$ cat src/rtl/dla_requant_pkg.sv
// Shared types and constants for the requantize / pool-feeder stage.
package dla_requant_pkg;

    localparam int unsigned PSUM_W  = 32;
    localparam int unsigned HWORD   = 16;
    localparam int unsigned SCALE_W = 16;
    localparam int unsigned IDX_W   = 5;
    localparam int unsigned SHIFT_W = 5;
    localparam int unsigned PROD_W  = PSUM_W + SCALE_W;
    localparam int unsigned ACC_W   = PROD_W + 1;
    localparam int unsigned ROWW_W  = IDX_W + 1;
    localparam int unsigned CNT_W   = ROWW_W + 1;

    localparam logic signed [HWORD-1:0] HWORD_MAX = 16'sh7FFF;
    localparam logic signed [HWORD-1:0] HWORD_MIN = 16'sh8000;

    typedef struct packed {
        logic [SCALE_W-1:0]      scale;
        logic [SHIFT_W-1:0]      shift;
        logic signed [HWORD-1:0] zero_point;
        logic                    relu_en;
    } requant_cfg_t;

    // Column wrap point: odd widths round up to even, zero behaves as two.
    function automatic logic [CNT_W-1:0] eff_row_width(input logic [ROWW_W-1:0] rw);
        if (rw == '0) begin
            return CNT_W'(2);
        end else if (rw[0]) begin
            return {1'b0, rw} + CNT_W'(1);
        end else begin
            return {1'b0, rw};
        end
    endfunction

endpackage

$ cat src/rtl/requant_pool_feeder_if.sv
// Psum input stream and pool-buffer write bus.
interface requant_pool_feeder_if;
    import dla_requant_pkg::*;

    logic signed [PSUM_W-1:0] psum;
    logic                     psum_valid;
    logic                     psum_ready;
    logic                     hold;
    logic signed [HWORD-1:0]  requan_result;
    logic [IDX_W-1:0]         pool_index;
    logic                     pool_wen;
    logic                     pool_last;

    modport master (
        output psum, psum_valid, hold,
        input  psum_ready, requan_result, pool_index, pool_wen, pool_last
    );

    modport slave (
        input  psum, psum_valid, hold,
        output psum_ready, requan_result, pool_index, pool_wen, pool_last
    );

endinterface

$ cat src/rtl/requant_pool_feeder_requant_sat.sv
// Combinational round-half-up shift, zero-point add, optional ReLU and 16-bit saturation.
module requant_sat
    import dla_requant_pkg::*;
(
    input  logic signed [PROD_W-1:0] prod,
    input  logic [SHIFT_W-1:0]       shift,
    input  logic signed [HWORD-1:0]  zero_point,
    input  logic                     relu_en,
    output logic signed [HWORD-1:0]  result_c
);

    logic signed [ACC_W-1:0] ext;
    logic signed [ACC_W-1:0] half;
    logic signed [ACC_W-1:0] shifted;
    logic signed [ACC_W-1:0] biased;

    // One extra bit of headroom keeps the rounding add from overflowing.
    always_comb begin
        ext      = ACC_W'(prod);
        half     = (shift == '0) ? '0 : (ACC_W'(1) << (shift - SHIFT_W'(1)));
        shifted  = (ext + half) >>> shift;
        biased   = shifted + ACC_W'(zero_point);
        if (relu_en && biased[ACC_W-1]) begin
            biased = '0;
        end
        if (biased > ACC_W'(HWORD_MAX)) begin
            result_c = HWORD_MAX;
        end else if (biased < ACC_W'(HWORD_MIN)) begin
            result_c = HWORD_MIN;
        end else begin
            result_c = HWORD'(biased);
        end
    end

endmodule

$ cat src/rtl/requant_pool_feeder.sv
// Three-stage requantizer feeding the 2x2 max-pool buffer with column index and window flags.
module requant_pool_feeder
    import dla_requant_pkg::*;
(
    input  logic                    clk,
    input  logic                    rst,
    input  logic                    start,
    input  logic [ROWW_W-1:0]       row_width,
    input  logic [SCALE_W-1:0]      scale,
    input  logic [SHIFT_W-1:0]      shift,
    input  logic signed [HWORD-1:0] zero_point,
    input  logic                    relu_en,
    requant_pool_feeder_if.slave    bus,
    output logic                    frame_busy
);

    logic                     s1_valid;
    logic signed [PSUM_W-1:0] s1_psum;
    requant_cfg_t             s1_cfg;
    logic [ROWW_W-1:0]        s1_row_width;

    logic                     s2_valid;
    logic signed [PROD_W-1:0] s2_prod;
    logic [SHIFT_W-1:0]       s2_shift;
    logic signed [HWORD-1:0]  s2_zp;
    logic                     s2_relu;
    logic [ROWW_W-1:0]        s2_row_width;

    logic                     s3_valid;
    logic signed [HWORD-1:0]  out_result;
    logic [IDX_W-1:0]         out_index;
    logic                     out_last;

    logic [ROWW_W-1:0]        col;
    logic                     row_par;

    logic signed [PROD_W-1:0] prod_c;
    logic signed [HWORD-1:0]  sat_c;
    logic                     emit_c;
    logic [CNT_W-1:0]         wrap_c;
    logic [CNT_W-1:0]         col_inc_c;

    assign prod_c    = PROD_W'(s1_psum) * PROD_W'($signed({1'b0, s1_cfg.scale}));
    assign emit_c    = s2_valid & ~bus.hold;
    assign wrap_c    = eff_row_width(s2_row_width);
    assign col_inc_c = {1'b0, col} + CNT_W'(1);

    requant_sat u_sat (
        .prod       (s2_prod),
        .shift      (s2_shift),
        .zero_point (s2_zp),
        .relu_en    (s2_relu),
        .result_c   (sat_c)
    );

    // Data pipeline: accept/multiply, then requantize into the output register; hold freezes all.
    always_ff @(posedge clk or posedge rst) begin
        if (rst) begin
            s1_valid     <= 1'b0;
            s1_psum      <= '0;
            s1_cfg       <= '0;
            s1_row_width <= '0;
            s2_valid     <= 1'b0;
            s2_prod      <= '0;
            s2_shift     <= '0;
            s2_zp        <= '0;
            s2_relu      <= 1'b0;
            s2_row_width <= '0;
            s3_valid     <= 1'b0;
            out_result   <= '0;
        end else if (!bus.hold) begin
            s1_valid <= bus.psum_valid;
            if (bus.psum_valid) begin
                s1_psum      <= bus.psum;
                s1_cfg       <= '{scale: scale, shift: shift, zero_point: zero_point, relu_en: relu_en};
                s1_row_width <= row_width;
            end
            s2_valid <= s1_valid;
            if (s1_valid) begin
                s2_prod      <= prod_c;
                s2_shift     <= s1_cfg.shift;
                s2_zp        <= s1_cfg.zero_point;
                s2_relu      <= s1_cfg.relu_en;
                s2_row_width <= s1_row_width;
            end
            s3_valid <= s2_valid;
            if (s2_valid) begin
                out_result <= sat_c;
            end
        end
    end

    // Band position: emit tags use the current position, then start clears or the column advances.
    always_ff @(posedge clk or posedge rst) begin
        if (rst) begin
            col       <= '0;
            row_par   <= 1'b0;
            out_index <= '0;
            out_last  <= 1'b0;
        end else begin
            if (emit_c) begin
                out_index <= IDX_W'(col >> 1);
                out_last  <= row_par & col[0];
            end
            if (start) begin
                col     <= '0;
                row_par <= 1'b0;
            end else if (emit_c) begin
                if (col_inc_c >= wrap_c) begin
                    col     <= '0;
                    row_par <= ~row_par;
                end else begin
                    col <= ROWW_W'(col_inc_c);
                end
            end
        end
    end

    assign bus.psum_ready    = ~bus.hold;
    assign bus.requan_result = out_result;
    assign bus.pool_index    = out_index;
    assign bus.pool_wen      = s3_valid & ~bus.hold;
    assign bus.pool_last     = out_last;
    assign frame_busy        = s1_valid | s2_valid | s3_valid;

endmodule

$ cat src/flat_wrapper.sv
// flat-port wrapper written by rule: the top's interface ports become plain ports
module requant_pool_feeder_flat import dla_requant_pkg::*;
  (clk, rst, start, row_width, scale, shift, zero_point, relu_en, frame_busy, bus_psum, bus_psum_valid, bus_hold, bus_psum_ready, bus_requan_result, bus_pool_index, bus_pool_wen, bus_pool_last);
  requant_pool_feeder_if bus_i ();
  input  logic clk;
  input  logic rst;
  input  logic start;
  input  logic [ROWW_W-1:0] row_width;
  input  logic [SCALE_W-1:0] scale;
  input  logic [SHIFT_W-1:0] shift;
  input  logic signed [HWORD-1:0] zero_point;
  input  logic relu_en;
  output logic frame_busy;
  input wire logic [$bits(bus_i.psum)-1:0] bus_psum;
  input wire logic [$bits(bus_i.psum_valid)-1:0] bus_psum_valid;
  input wire logic [$bits(bus_i.hold)-1:0] bus_hold;
  output wire logic [$bits(bus_i.psum_ready)-1:0] bus_psum_ready;
  output wire logic [$bits(bus_i.requan_result)-1:0] bus_requan_result;
  output wire logic [$bits(bus_i.pool_index)-1:0] bus_pool_index;
  output wire logic [$bits(bus_i.pool_wen)-1:0] bus_pool_wen;
  output wire logic [$bits(bus_i.pool_last)-1:0] bus_pool_last;
  assign bus_i.psum = bus_psum;
  assign bus_i.psum_valid = bus_psum_valid;
  assign bus_i.hold = bus_hold;
  assign bus_psum_ready = bus_i.psum_ready;
  assign bus_requan_result = bus_i.requan_result;
  assign bus_pool_index = bus_i.pool_index;
  assign bus_pool_wen = bus_i.pool_wen;
  assign bus_pool_last = bus_i.pool_last;
  requant_pool_feeder u_core (.clk(clk), .rst(rst), .start(start), .row_width(row_width), .scale(scale), .shift(shift), .zero_point(zero_point), .relu_en(relu_en), .bus(bus_i), .frame_busy(frame_busy));
endmodule
$ cat config.mk
export PLATFORM = sky130hd
export DESIGN_NAME = requant_pool_feeder_flat
export DESIGN_NICKNAME = d
export VERILOG_FILES = /design/src/rtl/dla_requant_pkg.sv /design/src/rtl/requant_pool_feeder_if.sv /design/src/rtl/requant_pool_feeder_requant_sat.sv /design/src/rtl/requant_pool_feeder.sv /design/src/flat_wrapper.sv
export SDC_FILE = /design/constraint.sdc
export NUM_CORES = 2
export LEC_CHECK = 0
export BUFFER_PORTS_ARGS = -buffer_cell sky130_fd_sc_hd__buf_2
export CORE_MARGIN = 1.5
export CORE_UTILIZATION = 30
export CTS_CLUSTER_DIAMETER = 120
export DETAILED_ROUTE_END_ITERATION = 12
export RECOVER_POWER = 25
export SETUP_SLACK_MARGIN = 0.05
export SLEW_MARGIN = 20
export SYNTH_ARGS = -nofsm -noshare
export SYNTH_HDL_FRONTEND = slang
export SYNTH_SLANG_ARGS = --single-unit
$ cat constraint.sdc
create_clock -name clk -period 14.6 [get_ports clk]
set_input_delay 4.38 -clock clk [delete_from_list [all_inputs] [get_ports clk]]
set_output_delay 4.38 -clock clk [all_outputs]
set_load 0.01 [all_outputs]
==> summary.md <==
The run finished, with violations left. The final reports fail on max-capacitance violations, max-slew violations. Yosys mapped a number of flops with a built-in enable equal to 0. Clock root buffer master: clkbuf_16. The floorplan die height came out at 337 um. The setup fix buffers added after clock tree synthesis was 0. Using the TritonRoute via totals, the vias-per-cell ratio works out to 5.07. The count of mapped cells out of synthesis is 3869.

The tools report the count of nets after finishing as 4599. When the netlist entered floorplanning its net count stood at 4640. In this run the count of I/O pins placed on the die edge is 106. Setup repair after global routing left no endpoint under its margin. Detailed placement finished with a half-perimeter wire length of 73100 um. Across the run, the number of max-cap violations was 3.

The floorplan has 122 rows. The proportion of register bits with asynchronous set or reset after synthesis was 1.00. On the final layout, the worst clock skew is 0.0357 ns.

In this run, post-CTS repair resized a total of 0 instances. The cell type of the slowest stage on the worst timing path is xnor2_1. After synthesis, the mean cell area works out to 8.67 um2. After clock tree synthesis, the clock-pin slew on the worst setup and hold paths is 0.10 ns. The floorplan step defined a die boundary enclosing 114000 um2.

The first global-routing pass estimated 152000 um of wire. Type of the most critical hold path: flop to flop. The floorplan step set the die width to 337 um. The number of buffers inserted by port buffering was 105. The via count of the first global-routing pass is 27.5k, and the post-detailed-route count of antenna-violating nets is 0. The number of clock buffers added by TritonCTS is 17. Leaving out fill and tap cells, the most frequent cell in the layout is inv_1. The final antenna diode count was 0; the final weighted congestion of routability-driven global placement was 0.899.

The total area inside the core boundary comes to 111000 um2. The relative area change from synthesis to final layout was 7.29%. STA classifies the critical path startpoint as a flop.

The final period demand of the worst path was 10.18 ns. The tools report the first-pass detailed-route iteration total as 5. The post-synthesis sequential area ratio is 0.137, and the largest buffer count on any clock path is 2. The routed design has 94400 um of wire. Leaving out fill and tap cells, the most frequent cells in the layout are 559 x inv_1, 557 x nand2_1, 486 x fa_1. The netlist uses 94 different library cells.

Based on the critical path, the design can be clocked at up to 98.2 MHz. The final route contains 27.0k vias. In this run, the number of DRC markers left after iteration 0 of detailed routing was 1905. The most numerous cell type found on the critical path is o21ai_1. Cell taking the most area after synthesis: fa_1.

CTS built an H-tree with a depth of 4. Setup violations remaining at the end of the flow were counted as 0. The synthesis-stage register bit count was 184; the multi-input combinational cell area was 26000 um2. The total overflow left after global routing is 0. The logs give 0.169 for the all-layer global routing usage and 0 for the final count of hold timing violations. The top-area cell type share of the netlist area works out to 0.290. The total of hold buffers inserted after clock tree synthesis is 0. The area used by sequential logic in the layout came out at 4610 um2.

Ranked by total cell area, the synthesized netlist is headed by fa_1 29%, dfrtp_1 14%, ha_1 7.6%, inv_1 6.3%, nand2_1 6.2%. CTS saw 184 sinks. For this run, the slowest stage of the critical path takes 0.81 ns. The critical path is of the flop to flop type.

The final worst-path cycle share works out to 0.697. The slew of the pin with the lowest slew margin is 4.15 ns, and the total negative slack for setup checks is 0 ns. Along the worst path, the maximum fanout reaches 47.

After filler insertion, the fill cell instance count of the layout stands at 11.8k. The effective utilization at floorplan was 0.303. The max-slew violation count was 155; the arrival time of the worst setup path was 10.57 ns. TritonCTS built the clock tree. For the worst-skew pair, the clock arrives at the later sink with an insertion delay of 0.55 ns. The detailed-route wire length per cell works out to 17.7 um.

The layout cell share with drive strength beyond 1 is 0.0971, and the cell area after synthesis is 33500 um2. For this run, the number of Yosys warnings is 0. The pin count of the biggest net entering global routing is 91, and the required arrival time at the worst endpoint is 14.99 ns.

For the number of antenna violations at the first check in global routing, the log shows 1. Among all flip-flop cells after synthesis, the most frequent one is dfrtp_1. The tools report the remaining routing DRC violations as 0. The worst setup path is captured at a flop. For the worst slew slack as a fraction of its limit, the log shows -1.77.
final timing paths:
kind | startpoint | endpoint | depth (start not counted) | slack, ns
min in group asynchronous | rst | u_core.s2_valid | 2 | 5.03
max reg2reg | u_core.s2_shift[3] | u_core.bus.requan_result[5] | 31 | 4.42
max in group asynchronous | rst | u_core.s2_zp[14] | 3 | 7.30
max | u_core.s2_shift[3] | u_core.bus.requan_result[5] | 31 | 4.42
min | u_core.bus.pool_last | u_core.bus.pool_last | 2 | 0.48
min reg2reg | u_core.bus.pool_last | u_core.bus.pool_last | 2 | 0.48
stage by stage:
stage	utilization	instances	hold WS (ns)	setup slack, ns	area (um2)
2_1_floorplan	-	3869	0.450	5.22	33500
3_3_place_gp	0.320	5297	0.459	4.90	35400
3_5_place_dp	0.320	5297	0.464	4.69	35400
4_1_cts	0.325	5328	0.483	4.67	36000
5_1_grt	0.325	5328	0.504	3.57	36000
6_report	0.325	5328	0.480	4.42	36000
per-layer routing:
| layer | vias up | global-route usage | share of wire |
|---|---|---|---|
| met5 | - | 0 | 0.00013 |
| met4 | 2 | 0.0494 | 0.022 |
| met3 | 136 | 0.0260 | 0.056 |
| met2 | 800 | 0.269 | 0.45 |
| met1 | 13500 | 0.238 | 0.47 |
| li1 | 12600 | - | - |
critical path, delay by kind of cell (launching register included):
family,cells,cell delay [ns]
simple gates,8,2.39
fa+ha+maj,2,0.47
flops,1,0.33
xor+xnor,1,0.81
mux,1,0.30
buf+inv,2,1.11
compound gates,17,4.59
cell type report:
| type | count | share of cell area |
|---|---|---|
| well taps | 1488 | 0.0517 |
| flip-flops and latches | 184 | 0.128 |
| repair buffers | 143 | 0.0223 |
| multi-input cells | 2917 | 0.723 |
| clock inverters | 11 | 0.00313 |
| clock buffers | 20 | 0.0124 |
| inverters | 565 | 0.0590 |
state kept, by name, summed over array words and instances, names as in the netlist:
name                      count
u_core.s2_prod               48
u_core.s1_cfg                38
u_core.s1_psum               32
u_core.bus.requan_result     16
u_core.s2_zp                 16
u_core.col                    6
u_core.s1_row_width           6
u_core.s2_row_width           6
u_core.bus.pool_index         5
u_core.s2_shift               5
u_core.bus.pool_last          1
u_core.row_par                1
u_core.s1_valid               1
u_core.s2_relu                1
u_core.s2_valid               1
u_core.s3_valid               1
synth_stat cells (all sizes together), types with 14 or more instances:
cell type and instances:
nor4 18, ha 204, a21oi 169, and2 199, mux2i 71, o21bai 23, xor2 60, nor2b 21
clkbuf 164, nand4 40, a31oi 26, mux2 147, o211ai 15, buf 39, o21ai 176, nand3 44
o22ai 14, nand2 557, a21o 62, a211oi 34, and3 24, nor3 47, dfrtp 184, fa 486
xnor2 79, nand2b 20, inv 563, o21a 28, nor2 179
cell families after synthesis:
logic type,share of synthesized area
compound gates,0.127
xor+xnor,0.0363
fa+ha+maj,0.366
buf+inv,0.0873
flops,0.137
mux,0.0760
other cells,0.000112
simple gates,0.170
Power is not shown: default switching activity piles up to over one toggle a cycle in this logic, so the estimate is an artifact.
